[src/rtl/button_debouncer_pkg.sv]
// Shared types and defaults for the push-button conditioning front end.
// Channel FSM states, counter sizing helper and default timing constants.
package button_debouncer_pkg;

  typedef enum logic [1:0] {
    RELEASED      = 2'd0,
    CHECK_PRESS   = 2'd1,
    PRESSED       = 2'd2,
    CHECK_RELEASE = 2'd3
  } chan_state_t;

  // 1 ms sample period at 50 MHz, 20 agreeing samples to accept a level.
  localparam int TICK_DIV_DEF     = 50000;
  localparam int STABLE_TICKS_DEF = 20;

  // Counter must hold 0..stable_ticks; never narrower than one bit.
  function automatic int cnt_width(input int stable_ticks);
    int w;
    w = $clog2(stable_ticks + 1);
    return (w < 1) ? 1 : w;
  endfunction

endpackage

[src/rtl/button_debouncer_if.sv]
// Button conditioning signal bundle: raw pads in, clean levels/strobes out.
// master drives the pads and observes; slave is the debouncer itself.
interface button_debouncer_if #(
  parameter int N_BTN = 3
);

  logic [N_BTN-1:0] btn_n_raw;
  logic [N_BTN-1:0] btn_level;
  logic [N_BTN-1:0] press_pulse;
  logic [N_BTN-1:0] release_pulse;
  logic             tick;

  modport master (
    output btn_n_raw,
    input  btn_level,
    input  press_pulse,
    input  release_pulse,
    input  tick
  );

  modport slave (
    input  btn_n_raw,
    output btn_level,
    output press_pulse,
    output release_pulse,
    output tick
  );

endinterface

[src/rtl/button_debounce_chan.sv]
// One debounce channel: 2-flop synchroniser, tick-paced FSM, level and strobes.
//
//   state         | meaning
//   --------------+---------------------------------------------------
//   RELEASED      | accepted level 0, waiting for a pressed sample
//   CHECK_PRESS   | counting agreeing pressed samples, level still 0
//   PRESSED       | accepted level 1, waiting for a released sample
//   CHECK_RELEASE | counting agreeing released samples, level still 1
module button_debounce_chan
  import button_debouncer_pkg::*;
#(
  parameter int STABLE_TICKS = STABLE_TICKS_DEF
) (
  input  logic clk,
  input  logic reset_n,
  input  logic tick,
  input  logic btn_n_raw,
  output logic btn_level,
  output logic press_pulse,
  output logic release_pulse
);

  localparam int             CW       = cnt_width(STABLE_TICKS);
  localparam logic [CW-1:0]  CNT_LAST = CW'(STABLE_TICKS - 1);
  localparam logic [CW-1:0]  CNT_ONE  = CW'(1);
  localparam bit             DIRECT   = (STABLE_TICKS == 1);

  logic [1:0]    sync_q;
  logic          sync_i;
  chan_state_t   state;
  logic [CW-1:0] cnt;

  // Stage 1 takes the inverted pad, so sync_i is already active-high.
  assign sync_i = sync_q[1];

  always_ff @(posedge clk or negedge reset_n) begin
    if (!reset_n) begin
      sync_q        <= 2'b00;
      state         <= RELEASED;
      cnt           <= '0;
      btn_level     <= 1'b0;
      press_pulse   <= 1'b0;
      release_pulse <= 1'b0;
    end else begin
      sync_q        <= {sync_q[0], ~btn_n_raw};
      press_pulse   <= 1'b0;
      release_pulse <= 1'b0;

      if (tick) begin
        unique case (state)
          RELEASED: begin
            if (sync_i) begin
              if (DIRECT) begin
                state       <= PRESSED;
                cnt         <= '0;
                btn_level   <= 1'b1;
                press_pulse <= 1'b1;
              end else begin
                state <= CHECK_PRESS;
                cnt   <= CNT_ONE;
              end
            end
          end

          CHECK_PRESS: begin
            if (!sync_i) begin
              state <= RELEASED;
              cnt   <= '0;
            end else if (cnt == CNT_LAST) begin
              state       <= PRESSED;
              cnt         <= '0;
              btn_level   <= 1'b1;
              press_pulse <= 1'b1;
            end else begin
              cnt <= cnt + CNT_ONE;
            end
          end

          PRESSED: begin
            if (!sync_i) begin
              if (DIRECT) begin
                state         <= RELEASED;
                cnt           <= '0;
                btn_level     <= 1'b0;
                release_pulse <= 1'b1;
              end else begin
                state <= CHECK_RELEASE;
                cnt   <= CNT_ONE;
              end
            end
          end

          CHECK_RELEASE: begin
            if (sync_i) begin
              state <= PRESSED;
              cnt   <= '0;
            end else if (cnt == CNT_LAST) begin
              state         <= RELEASED;
              cnt           <= '0;
              btn_level     <= 1'b0;
              release_pulse <= 1'b1;
            end else begin
              cnt <= cnt + CNT_ONE;
            end
          end
        endcase
      end
    end
  end

endmodule

[src/rtl/button_debouncer.sv]
// Push-button front end: shared sample-tick prescaler plus one debounce
// channel per button; btn_level feeds the button PIO in_port directly.
module button_debouncer
  import button_debouncer_pkg::*;
#(
  parameter int N_BTN        = 3,
  parameter int TICK_DIV     = TICK_DIV_DEF,
  parameter int STABLE_TICKS = STABLE_TICKS_DEF
) (
  input  logic                 clk,
  input  logic                 reset_n,
  button_debouncer_if.slave    bus
);

  localparam int            PW       = $clog2(TICK_DIV);
  localparam logic [PW-1:0] PRE_LAST = PW'(TICK_DIV - 1);
  localparam logic [PW-1:0] PRE_ONE  = PW'(1);

  logic [PW-1:0]    pre_cnt;
  logic             tick_q;
  logic [N_BTN-1:0] level_v;
  logic [N_BTN-1:0] press_v;
  logic [N_BTN-1:0] release_v;

  // tick is high for the cycle after the counter reaches its last value.
  always_ff @(posedge clk or negedge reset_n) begin
    if (!reset_n) begin
      pre_cnt <= '0;
      tick_q  <= 1'b0;
    end else begin
      tick_q <= (pre_cnt == PRE_LAST);
      if (pre_cnt == PRE_LAST) begin
        pre_cnt <= '0;
      end else begin
        pre_cnt <= pre_cnt + PRE_ONE;
      end
    end
  end

  for (genvar i = 0; i < N_BTN; i++) begin : g_chan
    button_debounce_chan #(
      .STABLE_TICKS (STABLE_TICKS)
    ) u_chan (
      .clk           (clk),
      .reset_n       (reset_n),
      .tick          (tick_q),
      .btn_n_raw     (bus.btn_n_raw[i]),
      .btn_level     (level_v[i]),
      .press_pulse   (press_v[i]),
      .release_pulse (release_v[i])
    );
  end

  assign bus.btn_level     = level_v;
  assign bus.press_pulse   = press_v;
  assign bus.release_pulse = release_v;
  assign bus.tick          = tick_q;

endmodule

[src/flat_wrapper.sv]
// flat-port wrapper written by rule: the top's interface ports become plain ports
module button_debouncer_flat import button_debouncer_pkg::*;
#(
  parameter int N_BTN        = 3,
  parameter int TICK_DIV     = TICK_DIV_DEF,
  parameter int STABLE_TICKS = STABLE_TICKS_DEF
)
  (clk, reset_n, bus_btn_n_raw, bus_btn_level, bus_press_pulse, bus_release_pulse, bus_tick);
  button_debouncer_if #(.N_BTN(N_BTN)) bus_i ();
  input  logic clk;
  input  logic reset_n;
  input wire logic [$bits(bus_i.btn_n_raw)-1:0] bus_btn_n_raw;
  output wire logic [$bits(bus_i.btn_level)-1:0] bus_btn_level;
  output wire logic [$bits(bus_i.press_pulse)-1:0] bus_press_pulse;
  output wire logic [$bits(bus_i.release_pulse)-1:0] bus_release_pulse;
  output wire logic [$bits(bus_i.tick)-1:0] bus_tick;
  assign bus_i.btn_n_raw = bus_btn_n_raw;
  assign bus_btn_level = bus_i.btn_level;
  assign bus_press_pulse = bus_i.press_pulse;
  assign bus_release_pulse = bus_i.release_pulse;
  assign bus_tick = bus_i.tick;
  button_debouncer #(.N_BTN(N_BTN), .TICK_DIV(TICK_DIV), .STABLE_TICKS(STABLE_TICKS)) u_core (.clk(clk), .reset_n(reset_n), .bus(bus_i));
endmodule
[config.mk]
export PLATFORM = sky130hd
export DESIGN_NAME = button_debouncer_flat
export DESIGN_NICKNAME = d
export VERILOG_FILES = /design/src/rtl/button_debouncer_pkg.sv /design/src/rtl/button_debouncer_if.sv /design/src/rtl/button_debounce_chan.sv /design/src/rtl/button_debouncer.sv /design/src/flat_wrapper.sv
export SDC_FILE = /design/constraint.sdc
export NUM_CORES = 1
export LEC_CHECK = 0
export BUFFER_PORTS_ARGS = -buffer_cell sky130_fd_sc_hd__buf_4
export CELL_PAD_IN_SITES_DETAIL_PLACEMENT = 1
export CELL_PAD_IN_SITES_GLOBAL_PLACEMENT = 1
export CORE_ASPECT_RATIO = 0.8
export CORE_MARGIN = 1
export CORE_UTILIZATION = 38
export DETAILED_ROUTE_END_ITERATION = 6
export GPL_TIMING_DRIVEN = 0
export MAX_ROUTING_LAYER = met4
export PLACE_DENSITY = 0.63
export SYNTH_ARGS = -nofsm -noshare
export SYNTH_HDL_FRONTEND = slang
export SYNTH_SLANG_ARGS = --single-unit
export TNS_END_PERCENT = 10
[constraint.sdc]
create_clock -name clk -period 1.52 [get_ports clk]
set_input_delay 0.304 -clock clk [delete_from_list [all_inputs] [get_ports clk]]
set_output_delay 0.304 -clock clk [all_outputs]
set_load 0.02 [all_outputs]
==> impl_metrics.ini <==
[setup_path]
critPathTopFamily = simple AND/OR/NAND/NOR gates
r2r_start = u_core.g_chan[1].u_chan.cnt[0]
critPathBufInv = 0
r2r_end = u_core.g_chan[1].u_chan.cnt[3]
cp-end-kind = flop
path_cells = ha_2 > and4bb_4 > nor3_4 > nand4_1 > mux2i_1
r2r_cells = 5
critPathCapture = u_core.g_chan[1].u_chan.cnt[3]
path_class = reg -> reg
path_max_fanout = 6
ff2ff_setup_slack_ps = 50
cpPeakStageDelay_ps = 430
crit_path_top_delay_cell = dfrtp_1
worstSetupStartpoint = u_core.g_chan[1].u_chan.cnt[0]
path_depth = 5
crit_arrival_ps = 1700
cp.required_ps = 1750
critPathLaunchType = flop

[grt]
grt_max_degree = 54
grt_pass1_vias = 1772
antenna_found_initial = 0
grt-ovfl-total = 0
grt_use_total = 0.171
grt_pass1_wl_um = 8790

[route]
drc = 0
post_drt_via_cell_ratio = 5.13
drt-total-wl_um = 5050
first_iter_violations = 70
wl_per_cell_um = 14.5
detail-route-antenna-nets = 0
via_count = 1790
first_pass_iters = 4

[clock_tree]
cts_buffer_depth = 2
cts_sinks = 53
cts_tree = done
clkTransAtPathRegs_ps = 90
numCtsBuffers = 5
clock_latency_ps = 300
cts.hold.buffers_added = 0
h-tree-depth = 2
cts-root-buf = clkbuf_8

[cells_and_area]
final_nets = 274
utilization = 0.461
mostFrequentLayoutCell = dfrtp_1
drive_above_1_share = 0.238
final_cell_mix = 52 x dfrtp_1, 29 x buf_4, 24 x nand2_1
diodes = 0
area_growth_pct = 16.8

[pwr]
ir_drop_mv = 0.382
p_leak_nw = 1.34
power_density_mw_per_mm2 = 769

[sta]
tightest_slew_ps = 669
period_minus_slack_ps = 1470
slew_viol_final = 0
fin_crit_sh = 0.968
setup_viol = 0
finClkSkew_ps = 4.65
fin_worst_hold_slack_ps = 37.2
clock.fmax_ghz = 0.679
final_hold_viol_count = 0
relSlewSlack = 0.554
rsz0062_at_grt = true

[place]
io_buffer_count = 14
dp_hpwl_um = 3460
gp_congestion = 0.748

[die]
core_mm2 = 0.00644
rows = 26
die_w_um = 93.5
die-area_mm2 = 0.00703
die_h_um = 75.2
initial_core_util = 0.395
ios = 15

[status]
status = finished, final reports clean

[synthesis]
yosysWarnings = 0
ys_seq_elements = 53
synth_edf_count = 0
synth_top_flop_cell = dfrtp_1
synth_cell_types = 44
seq_area_frac_synth = 0.521
synth_nets = 246
async_reset_ff_frac = 1.00
synthesis.instances = 237
avgSynthCellArea_um2 = 10.7
syn_area_mm2 = 0.00254

[hold_path]
hp-class = in -> async

[run]
cap_violations = 0
-- metrics by stage --
stage	worst slack [ps]	TNS (ps)	cell area (µm²)	power [mW]	instances
floorplan	113	0	2540	1.46	237
global placement	-37.1	-71.8	2750	1.50	335
detailed placement	-66.4	-243	2750	1.50	335
CTS	-19.7	-19.7	2870	2.32	343
global route	-56.3	-123	2970	2.39	349
finish	48.1	0	2970	2.28	349
-- per-layer routing --
metal | global-route usage | vias to the layer above | wire [µm]
met5 | - | - | 0
met4 | 0.0564 | 0 | 53
met3 | 0.0364 | 4 | 160
met2 | 0.257 | 22 | 2290
met1 | 0.232 | 884 | 2550
li1 | - | 880 | -
-- worst min-delay path by stage --
| stage | cells after the start | end |
|---|---|---|
| floorplan | 0 | asynchronous set/reset pin |
| global placement | 0 | u_core.g_chan[2].u_chan.sync_q[1] |
| detailed placement | 0 | u_core.g_chan[0].u_chan.sync_q[1] |
| CTS | 1 | u_core.g_chan[1].u_chan.cnt[4] |
| global route | 1 | u_core.g_chan[2].u_chan.release_pulse |
| finish | 1 | u_core.g_chan[2].u_chan.btn_level |
-- kinds of logic after synthesis --
family,after synthesis,synth area share
AOI/OAI and AO/OA,40,0.0930
xor gates and xnor gates,17,0.0615
adders and majority gates,4,0.0197
buffers and inverters,23,0.0502
DFF,53,0.521
muxes,4,0.0167
and+or+nand+nor,96,0.238
-- flip-flops by register name, indices dropped and copies added, names as in the netlist, named ones only --
name and count:
u_core.bus.tick 1, u_core.g_chan.u_chan.btn_level 3, u_core.g_chan.u_chan.cnt 15, u_core.g_chan.u_chan.press_pulse 3
u_core.g_chan.u_chan.release_pulse 3, u_core.g_chan.u_chan.state 3, u_core.g_chan.u_chan.sync_q 6, u_core.pre_cnt 16
-- power by group --
part / total, mW / switching [mW] / internal, mW
registers: 1.43 / 0.00836 / 1.42
clock network: 0.812 / 0.449 / 0.363
logic: 0.0463 / 0.0355 / 0.0109
total: 2.28 / 0.493 / 1.79
-- cell type report --
class | count | area (µm²)
clock buffers | 7 | 86.3
well taps | 84 | 105
multi-input cells | 161 | 1130
plain buffers | 13 | 96.3
fillers | 710 | 3470
repair buffers | 21 | 183
inverters | 10 | 37.5
flip-flops and latches | 53 | 1330
-- what timing repair did --
item	4_1_cts	5_1_grt
pin swaps	1	7
gates resized for setup	5	9
setup endpoints to repair	11	22
buffers inserted	1	6
-- cells in the mapped netlist, types with 2 or more instances --
cell type | number | area share
nor3b_1 | 4 | 0.012
inv_1 | 10 | 0.015
a32o_1 | 2 | 0.0079
ha_1 | 4 | 0.020
nand3b_1 | 2 | 0.0059
buf_4 | 10 | 0.030
nor3_1 | 4 | 0.0079
xor2_1 | 8 | 0.028
xnor2_1 | 8 | 0.028
dfrtp_1 | 53 | 0.52
a21oi_1 | 13 | 0.026
nor2b_1 | 4 | 0.0098
nor3b_2 | 2 | 0.0098
nor2_1 | 19 | 0.028
nand3_2 | 2 | 0.0079
mux2i_1 | 2 | 0.0079
o22ai_1 | 2 | 0.0049
and3_1 | 2 | 0.0049
nand2_1 | 24 | 0.035
o31ai_1 | 2 | 0.0059
o21ai_0 | 11 | 0.022
nand4_1 | 5 | 0.012
buf_2 | 3 | 0.0059
nand3_1 | 13 | 0.026
o21ai_1 | 5 | 0.0098
nor3_4 | 2 | 0.013
nor4_2 | 2 | 0.0098
a22o_1 | 2 | 0.0069
and4bb_1 | 2 | 0.0098
(Power assumes the default switching activity.)
